===== config.mk =====
export PLATFORM = sky130hd
export DESIGN_NAME = mem_stage
export DESIGN_NICKNAME = d
export VERILOG_FILES = /design/src/rtl/mem_stage.sv
export SDC_FILE = /design/constraint.sdc
export NUM_CORES = 1
export LEC_CHECK = 0
export CAP_MARGIN = 20
export CORE_MARGIN = 1
export CORE_UTILIZATION = 34
export DETAILED_ROUTE_END_ITERATION = 10
export PLACE_DENSITY_LB_ADDON = 0.12
export SLEW_MARGIN = 10
export SYNTH_ARGS = -nofsm -noshare
export SYNTH_HDL_FRONTEND = slang
export SYNTH_SLANG_ARGS = --single-unit

===== constraint.sdc =====
create_clock -name clk -period 2.7 [get_ports clk]
set_input_delay 0.405 -clock clk [delete_from_list [all_inputs] [get_ports clk]]
set_output_delay 0.405 -clock clk [all_outputs]
set_load 0.005 [all_outputs]

===== src/rtl/mem_stage.sv =====
// Memory pipeline stage: holds the M pipeline register, issues data-memory
// requests, stalls upstream while memory is busy, flags misaligned accesses
// and timeouts, and feeds the writeback register.
//
// Ports:
//   clk, rst_n               clock, async active-low reset
//   ex_valid                 execute stage holds a valid instruction
//   aluOutput                ALU result / effective address
//   exe_registerRtOrZero     forwarded store data
//   ex_memRead/ex_memWrite   memory control from execute
//   ex_regWrite/ex_memToReg  writeback control from execute
//   ex_destReg               destination register number
//   dmem_req/we/addr/wdata   data-memory request (word aligned)
//   dmem_ready/dmem_rdata    memory completion and load data
//   mem_stall                freeze execute and everything upstream
//   mem_memoryData           forward value to execute
//   mem_misaligned           pulse: M instruction has a misaligned address
//   mem_error                sticky memory timeout flag
//   wb_valid/wb_regWrite     writeback control
//   wb_destReg/wb_result     writeback register and data
module mem_stage #(
    parameter int unsigned TIMEOUT = 255
) (
    input  logic        clk,
    input  logic        rst_n,
    input  logic        ex_valid,
    input  logic [31:0] aluOutput,
    input  logic [31:0] exe_registerRtOrZero,
    input  logic        ex_memRead,
    input  logic        ex_memWrite,
    input  logic        ex_regWrite,
    input  logic        ex_memToReg,
    input  logic [4:0]  ex_destReg,
    output logic        dmem_req,
    output logic        dmem_we,
    output logic [31:0] dmem_addr,
    output logic [31:0] dmem_wdata,
    input  logic        dmem_ready,
    input  logic [31:0] dmem_rdata,
    output logic        mem_stall,
    output logic [31:0] mem_memoryData,
    output logic        mem_misaligned,
    output logic        mem_error,
    output logic        wb_valid,
    output logic        wb_regWrite,
    output logic [4:0]  wb_destReg,
    output logic [31:0] wb_result
);

    localparam int unsigned DATA_W = 32;
    localparam int unsigned REG_W  = 5;
    localparam int unsigned CNT_W  = 8;
    localparam logic [CNT_W-1:0] CNT_MAX   = '1;
    localparam logic [CNT_W-1:0] CNT_LIMIT = CNT_W'(TIMEOUT);

    typedef enum logic [1:0] {
        ST_IDLE = 2'd0,
        ST_WAIT = 2'd1,
        ST_ERR  = 2'd2
    } state_t;

    // M pipeline register
    logic              m_valid;
    logic [DATA_W-1:0] m_alu_out;
    logic [DATA_W-1:0] m_store_data;
    logic              m_mem_read;
    logic              m_mem_write;
    logic              m_reg_write;
    logic              m_mem_to_reg;
    logic [REG_W-1:0]  m_dest_reg;

    state_t            state, state_nxt;
    logic [CNT_W-1:0]  wait_cnt, wait_cnt_nxt, wait_cnt_inc;

    logic              m_memop;
    logic              m_misaligned;

    // Request decode from the M register
    assign m_memop      = m_valid & (m_mem_read | m_mem_write);
    assign m_misaligned = m_memop & (m_alu_out[1:0] != 2'b00);

    assign dmem_req   = m_memop & ~m_misaligned & (state != ST_ERR);
    assign dmem_we    = m_mem_write;
    assign dmem_addr  = {m_alu_out[DATA_W-1:2], 2'b00};
    assign dmem_wdata = m_store_data;

    assign mem_stall      = (dmem_req & ~dmem_ready) | (state == ST_ERR);
    assign mem_memoryData = m_mem_read ? dmem_rdata : m_alu_out;
    // A misaligned op never stalls, so it sits in M for exactly one cycle
    assign mem_misaligned = m_misaligned;
    assign mem_error      = (state == ST_ERR);

    // Wait counter saturates rather than wrapping
    assign wait_cnt_inc = (wait_cnt == CNT_MAX) ? wait_cnt : wait_cnt + CNT_W'(1);

    // M register load / hold
    always_ff @(posedge clk or negedge rst_n) begin
        if (!rst_n) begin
            m_valid      <= 1'b0;
            m_alu_out    <= '0;
            m_store_data <= '0;
            m_mem_read   <= 1'b0;
            m_mem_write  <= 1'b0;
            m_reg_write  <= 1'b0;
            m_mem_to_reg <= 1'b0;
            m_dest_reg   <= '0;
        end else if (!mem_stall) begin
            m_valid      <= ex_valid;
            m_alu_out    <= aluOutput;
            m_store_data <= exe_registerRtOrZero;
            m_mem_read   <= ex_memRead;
            m_mem_write  <= ex_memWrite;
            m_reg_write  <= ex_regWrite;
            m_mem_to_reg <= ex_memToReg;
            m_dest_reg   <= ex_destReg;
        end
    end

    // FSM state and wait counter registers
    always_ff @(posedge clk or negedge rst_n) begin
        if (!rst_n) begin
            state    <= ST_IDLE;
            wait_cnt <= '0;
        end else begin
            state    <= state_nxt;
            wait_cnt <= wait_cnt_nxt;
        end
    end

    // FSM next state; ready in the timeout cycle wins over the error
    always_comb begin
        state_nxt    = state;
        wait_cnt_nxt = wait_cnt;
        case (state)
            ST_IDLE: begin
                if (dmem_req && !dmem_ready) begin
                    state_nxt    = ST_WAIT;
                    wait_cnt_nxt = '0;
                end
            end
            ST_WAIT: begin
                if (dmem_ready) begin
                    state_nxt    = ST_IDLE;
                    wait_cnt_nxt = '0;
                end else if (wait_cnt_inc == CNT_LIMIT) begin
                    state_nxt    = ST_ERR;
                    wait_cnt_nxt = '0;
                end else begin
                    wait_cnt_nxt = wait_cnt_inc;
                end
            end
            ST_ERR: begin
                state_nxt = ST_ERR;
            end
            default: begin
                state_nxt    = ST_IDLE;
                wait_cnt_nxt = '0;
            end
        endcase
    end

    // Writeback register: bubble while stalled, payload held
    always_ff @(posedge clk or negedge rst_n) begin
        if (!rst_n) begin
            wb_valid    <= 1'b0;
            wb_regWrite <= 1'b0;
            wb_destReg  <= '0;
            wb_result   <= '0;
        end else if (!mem_stall) begin
            wb_valid    <= m_valid;
            wb_regWrite <= m_valid & m_reg_write & ~m_misaligned;
            wb_destReg  <= m_dest_reg;
            wb_result   <= m_mem_to_reg ? dmem_rdata : m_alu_out;
        end else begin
            wb_valid    <= 1'b0;
            wb_regWrite <= 1'b0;
        end
    end

endmodule


=== After elaboration in Yosys (flattened, before gate mapping) ===
Cells that the tools add are included.

* Add/sub/neg operators: 1
* Equality and inequality tests: 7
* Muxes and demuxes: 13
* Bitwise gates (word level): 12
* Reduce and logical (&&, ||, !) cells: 6

{| class="wikitable"
|+ Operators by type and width
! kind !! number
|-
| $mux 32 || 2
|-
| $mux 8 || 4
|-
| $pmux 8 s3 || 1
|-
| $eq 8x8->1 const B || 2
|-
| $add 8x1->8 const B || 1
|-
| $and 1x1->1 || 7
|-
| $mux 2 || 3
|-
| $pmux 2 s3 || 1
|-
| $ne 2x2->1 const B || 2
|-
| $reduce_and 2->1 || 2
|-
| $ne 3x3->1 const B || 1
|-
| $not 1->1 || 3
|-
| $eq 2x1->1 const B || 1
|-
| $eq 2x2->1 const B || 1
|-
| $logic_not 2->1 || 1
|-
| $mux 1 || 2
|-
| $or 1x1->1 || 2
|-
| $reduce_bool 2->1 || 1
|-
| $logic_and 1x1->1 || 1
|-
| $logic_not 1->1 || 1
|}

* Register bits: 123
* Word-level logic and storage cells: 53

=== Logic depth before layout (Yosys ltp) ===
* Word-level depth: 9
* Depth in mapped cells: 9

=== Worst setup path before layout ===
OpenSTA, ideal clock, no wires.

* Kind: reg2reg
* Start point: register wait_cnt[0]
* End point: register wait_cnt[1]
* Setup time: 0.121 ns
* Arrival time: 1.804 ns
* Data required time: 2.579 ns
* Slack: 0.775 ns
* Stages on the path, launching flop included: 8
* Clock period less this slack: 1.925 ns
* Path through: dfrtp_1 ha_1 buf_2 and4_1 a311oi_1 o211ai_2 a32o_1 a22o_1

* Word-level cells in the longest chain between the ends: 6

{| class="wikitable"
|+ RTL lines
! what !! RTL line !! text
|-
| start, declared || 73 || <nowiki>logic [CNT_W-1:0] wait_cnt, wait_cnt_nxt, wait_cnt_inc;</nowiki>
|-
| start signal, assigned || 126 || <nowiki>wait_cnt <= wait_cnt_nxt;</nowiki>
|-
| $add 8x1->8 or $eq 8x8->1 (tied branches) || 94 || <nowiki>assign wait_cnt_inc = (wait_cnt == CNT_MAX) ? wait_cnt : wait_cnt + CNT_W'(1);</nowiki>
|-
| $mux 8 (*) || 94 ||
|-
| $eq 8x8->1 || 145 || <nowiki>end else if (wait_cnt_inc == CNT_LIMIT) begin</nowiki>
|-
| $mux 8 (*) || 145 ||
|-
| $mux 8 (*) || 142 || <nowiki>if (dmem_ready) begin</nowiki>
|-
| $pmux 8 s3 (*) || 134 || <nowiki>case (state)</nowiki>
|}

Mark *: on every way between the ends. The rest lies on a longest branch, timed or not.
A chain may end at the register's enable or synchronous reset.

=== Worst setup path in the final report ===
* Start point: register m_alu_out[1]
* End point: output mem_stall

* Word-level cells in the longest chain between the ends: 7

{| class="wikitable"
|+ RTL lines
! what !! RTL line !! text
|-
| start, declared || 64 || <nowiki>logic [DATA_W-1:0] m_alu_out;</nowiki>
|-
| start signal, assigned || 109 || <nowiki>m_alu_out <= aluOutput;</nowiki>
|-
| $reduce_bool 2->1 || 80 || <nowiki>assign m_misaligned = m_memop & (m_alu_out[1:0] != 2'b00);</nowiki>
|-
| $and 1x1->1 || 80 ||
|-
| $not 1->1 || 82 || <nowiki>assign dmem_req = m_memop & ~m_misaligned & (state != ST_ERR);</nowiki>
|-
| $and 1x1->1 (2 in series) || 82 ||
|-
| $and 1x1->1 || 87 || <nowiki>assign mem_stall = (dmem_req & ~dmem_ready) | (state == ST_ERR);</nowiki>
|-
| $or 1x1->1 || 87 ||
|-
| end, declared || 40 || <nowiki>output logic mem_stall,</nowiki>
|}

No other way between the ends.

==> results_tabular.tex <==
\begin{tabular}{lr}
\hline
Metric & Value \\
\hline
\multicolumn{2}{l}{\textbf{Drt}} \\
\quad Final antenna-violating net count & 0 \\
\quad Drt first-iter violations & between 100 and 150 \\
\quad Post-detailed-route DRC marker count & 0 \\
\quad Total routed wirelength & approximately 15,000 µm \\
\quad Drt wl/cell & 15.9 µm \\
\quad Via Count & $\sim$4.3k \\
\quad Drt first pass iters & 4 \\
\quad Average vias per placed instance & 4.70 \\
\multicolumn{2}{l}{\textbf{Critical path}} \\
\quad Critical Path End Type & output port \\
\quad Worst setup SP type & flop \\
\quad Setup CP Type & flop to output port \\
\quad Worst R2R Path Depth & 6 \\
\quad Max stage delay cell, worst path & sky130\_fd\_sc\_hd\_\_clkdlybuf4s50\_1 \\
\quad Slowest Stage Delay on Critical Path & 0.59 ns \\
\quad Largest driver fanout on the critical path & 5 \\
\quad Ordered cell list for the critical path & or3\_4 -> o21ai\_4 -> clkdlybuf4s50\_1 \\
\quad Worst Path Arrival & 2.14 ns \\
\quad Required arrival time at the worst endpoint & around 2.3 ns \\
\multicolumn{2}{l}{\textbf{Placement}} \\
\quad Cell Count Post-Placement & 880 \\
\quad Post-place setup slack & 0.373 ns \\
\quad Port buffer count & 246 \\
\quad Post-detailed-placement half-perimeter wirelength & between 10,000 and 15,000 µm \\
\quad Final RePlAce weighted congestion & 0.844 \\
\multicolumn{2}{l}{\textbf{Pwr}} \\
\quad Clock power frac & 0.276 \\
\quad Reported net switching power & roughly 2.5 mW \\
\quad Relative contribution of sequential cells to total power & 0.329 \\
\quad Power density over the cells & between 900 and 1000 mW/mm² \\
\quad Switching part of the total power & 0.284 \\
\quad Internal power & 6.32 mW \\
\quad Static Leakage & 3.62 nW \\
\quad Part of the power in combinational logic & 0.395 \\
\quad Highest ir drop seen on vdd & $\sim$0.50 mV \\
\multicolumn{2}{l}{\textbf{Synthesis}} \\
\quad Multiplexer share of the synthesized area & 0.268 \\
\quad Share of synthesized cell area in full adder, half adder and majority cells & 0.00213 \\
\quad Portion of the post-synthesis area used by sequential elements & 0.524 \\
\quad Synthesis-stage register bit count & about 120 \\
\quad Synthesized netlist cell count & $\sim$470 \\
\quad Post-Synthesis Cell Area & 0.00587 mm² \\
\quad Simple-gate portion of the synthesized area & 0.0571 \\
\quad Post-synth cell types & 43 \\
\quad Dominant combinational cell family by area after synthesis & multiplexers \\
\quad Compound-gate portion of the synthesized area & 0.0650 \\
\quad Warning count from the yosys run & 0 \\
\quad Avg Synthesized Cell Area & 12.6 µm² \\
\quad Xor/xnor cell area share of the yosys netlist & 0 \\
\multicolumn{2}{l}{\textbf{Clock tree}} \\
\quad CTS Hold Bufs & 1 \\
\quad Clock latency on the worst-skew pair & 0.41 ns \\
\quad Number of post-CTS setup repair buffers & 0 \\
\quad H-tree levels & 4 \\
\quad Cts repair resizes & 0 \\
\quad Number of buffers inserted during clock tree synthesis & 17 \\
\quad Root Driver & sky130\_fd\_sc\_hd\_\_clkbuf\_16 \\
\quad Buffer levels on the longest clock path & 2 \\
\quad Clock transition at the register clock pins on the worst setup and hold paths after CTS & 0.06 ns \\
\quad Number of sinks on the clock net & around 120 \\
\quad CTS tree & yes \\
\multicolumn{2}{l}{\textbf{Global route}} \\
\quad GRT overflow & 0 \\
\quad Total routing resource utilization after global routing & 0.169 \\
\quad Global-route wire length before repair & 23,500 µm \\
\quad Maximum number of pins on one net before global-route repair & 59 \\
\quad Initial antenna violation count & 0 \\
\quad Vias in the first global route & between 4k and 5k \\
\multicolumn{2}{l}{\textbf{Floorplan}} \\
\quad Horiz. Die Dim & approximately 130 µm \\
\quad Die Height & about 130 µm \\
\quad Total number of placement rows & 47 \\
\quad Die ar. & $\sim$0.018 mm² \\
\quad Area inside the core boundary & between 0.015 and 0.02 mm² \\
\quad Effective utilization at floorplan & 0.351 \\
\quad Boundary Pins & 249 \\
\multicolumn{2}{l}{\textbf{Timing}} \\
\quad Max Freq & 0.393 GHz \\
\quad Post-route setup slack & 0.156 ns \\
\quad Final total negative setup slack & 0 ns \\
\quad Hold Fails Final Rpt & 0 \\
\quad Final critical path time including I/O delays and setup & 2.54 ns \\
\quad Final cycle utilization of the critical path & 0.942 \\
\quad Setup repair after global routing missed its margin & no \\
\quad Max-slew violations & 0 \\
\quad Count of final setup violators & 0 \\
\quad Worst-case clock skew & approximately 0.0084 ns \\
\quad Relative slew slack & 0.610 \\
\quad Actual slew at the worst max-slew pin & 0.584 ns \\
\quad Min Hold Slack & 0.478 ns \\
\multicolumn{2}{l}{\textbf{Final layout}} \\
\quad Net count, final & 790 \\
\quad Finished Layout Cells & $\sim$910 \\
\quad Share of layout cells above drive strength 1 & 0.225 \\
\quad Area Overhead vs Synth & 51.9\% \\
\quad Most common cell after layout, fill and taps aside & sky130\_fd\_sc\_hd\_\_clkdlybuf4s50\_1 \\
\quad Number of antenna diodes & 0 \\
\quad Most frequent cells in the layout & 245 x sky130\_fd\_sc\_hd\_\_clkdlybuf4s50\_1, 122 x sky130\_fd\_sc\_hd\_\_dfrtp\_1, 105 x sky130\_fd\_sc\_hd\_\_mux2\_2, 39 x sky130\_fd\_sc\_hd\_\_nand2\_1, 32 x sky130\_fd\_sc\_hd\_\_mux2i\_1 \\
\multicolumn{2}{l}{\textbf{Min path}} \\
\quad Min-delay worst type & flop to flop \\
\quad Worst hold path depth & 2 \\
\multicolumn{2}{l}{\textbf{Outcome}} \\
\quad Run status & completed \\
\multicolumn{2}{l}{\textbf{Flow run}} \\
\quad Max capacitance violation total & 0 \\
\hline
\end{tabular}
-- power groups by stage --
stage	clock network, mW	registers, mW	logic [mW]
after global routing	2.59	3.00	3.77
after detailed placement	0	2.93	3.54
after CTS	2.49	2.91	3.56
after floorplan	0	2.89	1.80
final	2.44	2.90	3.49
after global placement	0	2.89	3.52
-- critical path: cells and delay by family (launching register included) --
kind / cells / cell delay [ns]
buffers and inverters: 1 / 0.59
AOI/OAI and AO/OA: 1 / 0.27
and+or+nand+nor: 1 / 0.45
DFF: 1 / 0.42
-- layout make-up --
class / instances / area [µm²]
Multi-Input combinational cell: 276 / 2310
Sequential cell: 123 / 3080
Clock inverter: 11 / 166
Inverter: 6 / 22.5
Fill cell: 1480 / 7780
Timing Repair Buffer: 256 / 2590
Tap cell: 220 / 275
Clock buffer: 21 / 470
-- cells in the mapped netlist (all sizes together) --
master / instances / area (µm²)
clkbuf: 10 / 38.8
mux2i: 32 / 320
buf: 51 / 427
nor3: 2 / 10.0
dfrtp: 123 / 3080
a31oi: 6 / 37.5
ha: 1 / 12.5
nand4: 1 / 6.26
o211ai: 1 / 12.5
a2111oi: 1 / 27.5
a21oi: 10 / 50.1
and4: 2 / 17.5
o311ai: 1 / 8.76
nor4b: 1 / 8.76
conb: 1 / 3.75
a31o: 1 / 8.76
a32o: 1 / 10.0
a22o: 1 / 8.76
or3: 1 / 11.3
a311oi: 1 / 8.76
o31a: 1 / 8.76
nand2b: 1 / 6.26
nor2: 6 / 22.5
and2: 1 / 6.26
nand3: 8 / 45.0
nand2: 39 / 146
or2: 2 / 12.5
o21ai: 35 / 179
inv: 6 / 22.5
nand4b: 1 / 8.76
nor4: 1 / 6.26
o31ai: 1 / 21.3
nand3b: 2 / 15.0
mux2: 111 / 1250
and3: 2 / 12.5
-- path summary, 6_finish.rpt --
check	from	to	slack, ns
min reg2reg	wb_result[17]	wb_result[17]	0.48
min	wb_result[17]	wb_result[17]	0.48
max	m_alu_out[1]	mem_stall	0.16
min in group asynchronous	rst_n	dmem_wdata[5]	0.51
max in group asynchronous	rst_n	m_mem_to_reg	1.54
max reg2reg	wait_cnt[0]	wait_cnt[1]	0.33
-- cell families after synthesis --
family | after synthesis
flip-flops | 123
AO/OA/AOI/OAI | 60
adder cells (fa/ha/maj) | 1
other | 1
buffers and inverters | 67
AND/OR/NAND/NOR | 70
multiplexers | 143
-- through the flow --
| stage | instance area, µm² | power [mW] | utilization |
|---|---|---|---|
| floorplan | 5870 | 4.69 | - |
| detailed placement | 8270 | 6.47 | 0.495 |
| finish | 8920 | 8.82 | 0.534 |
| global placement | 8270 | 6.41 | 0.495 |
| global route | 8920 | 9.35 | 0.534 |
| CTS | 8920 | 8.97 | 0.534 |
-- metal layers --
layer | GRT usage | vias up | wire [µm]
met5 | 0 | - | 0
met1 | 0.198 | 2091 | 6140
li1 | - | 2041 | -
met3 | 0.0639 | 9 | 1050
met2 | 0.288 | 147 | 7210
met4 | 0.0492 | 0 | 128
(Power assumes the default switching activity.)
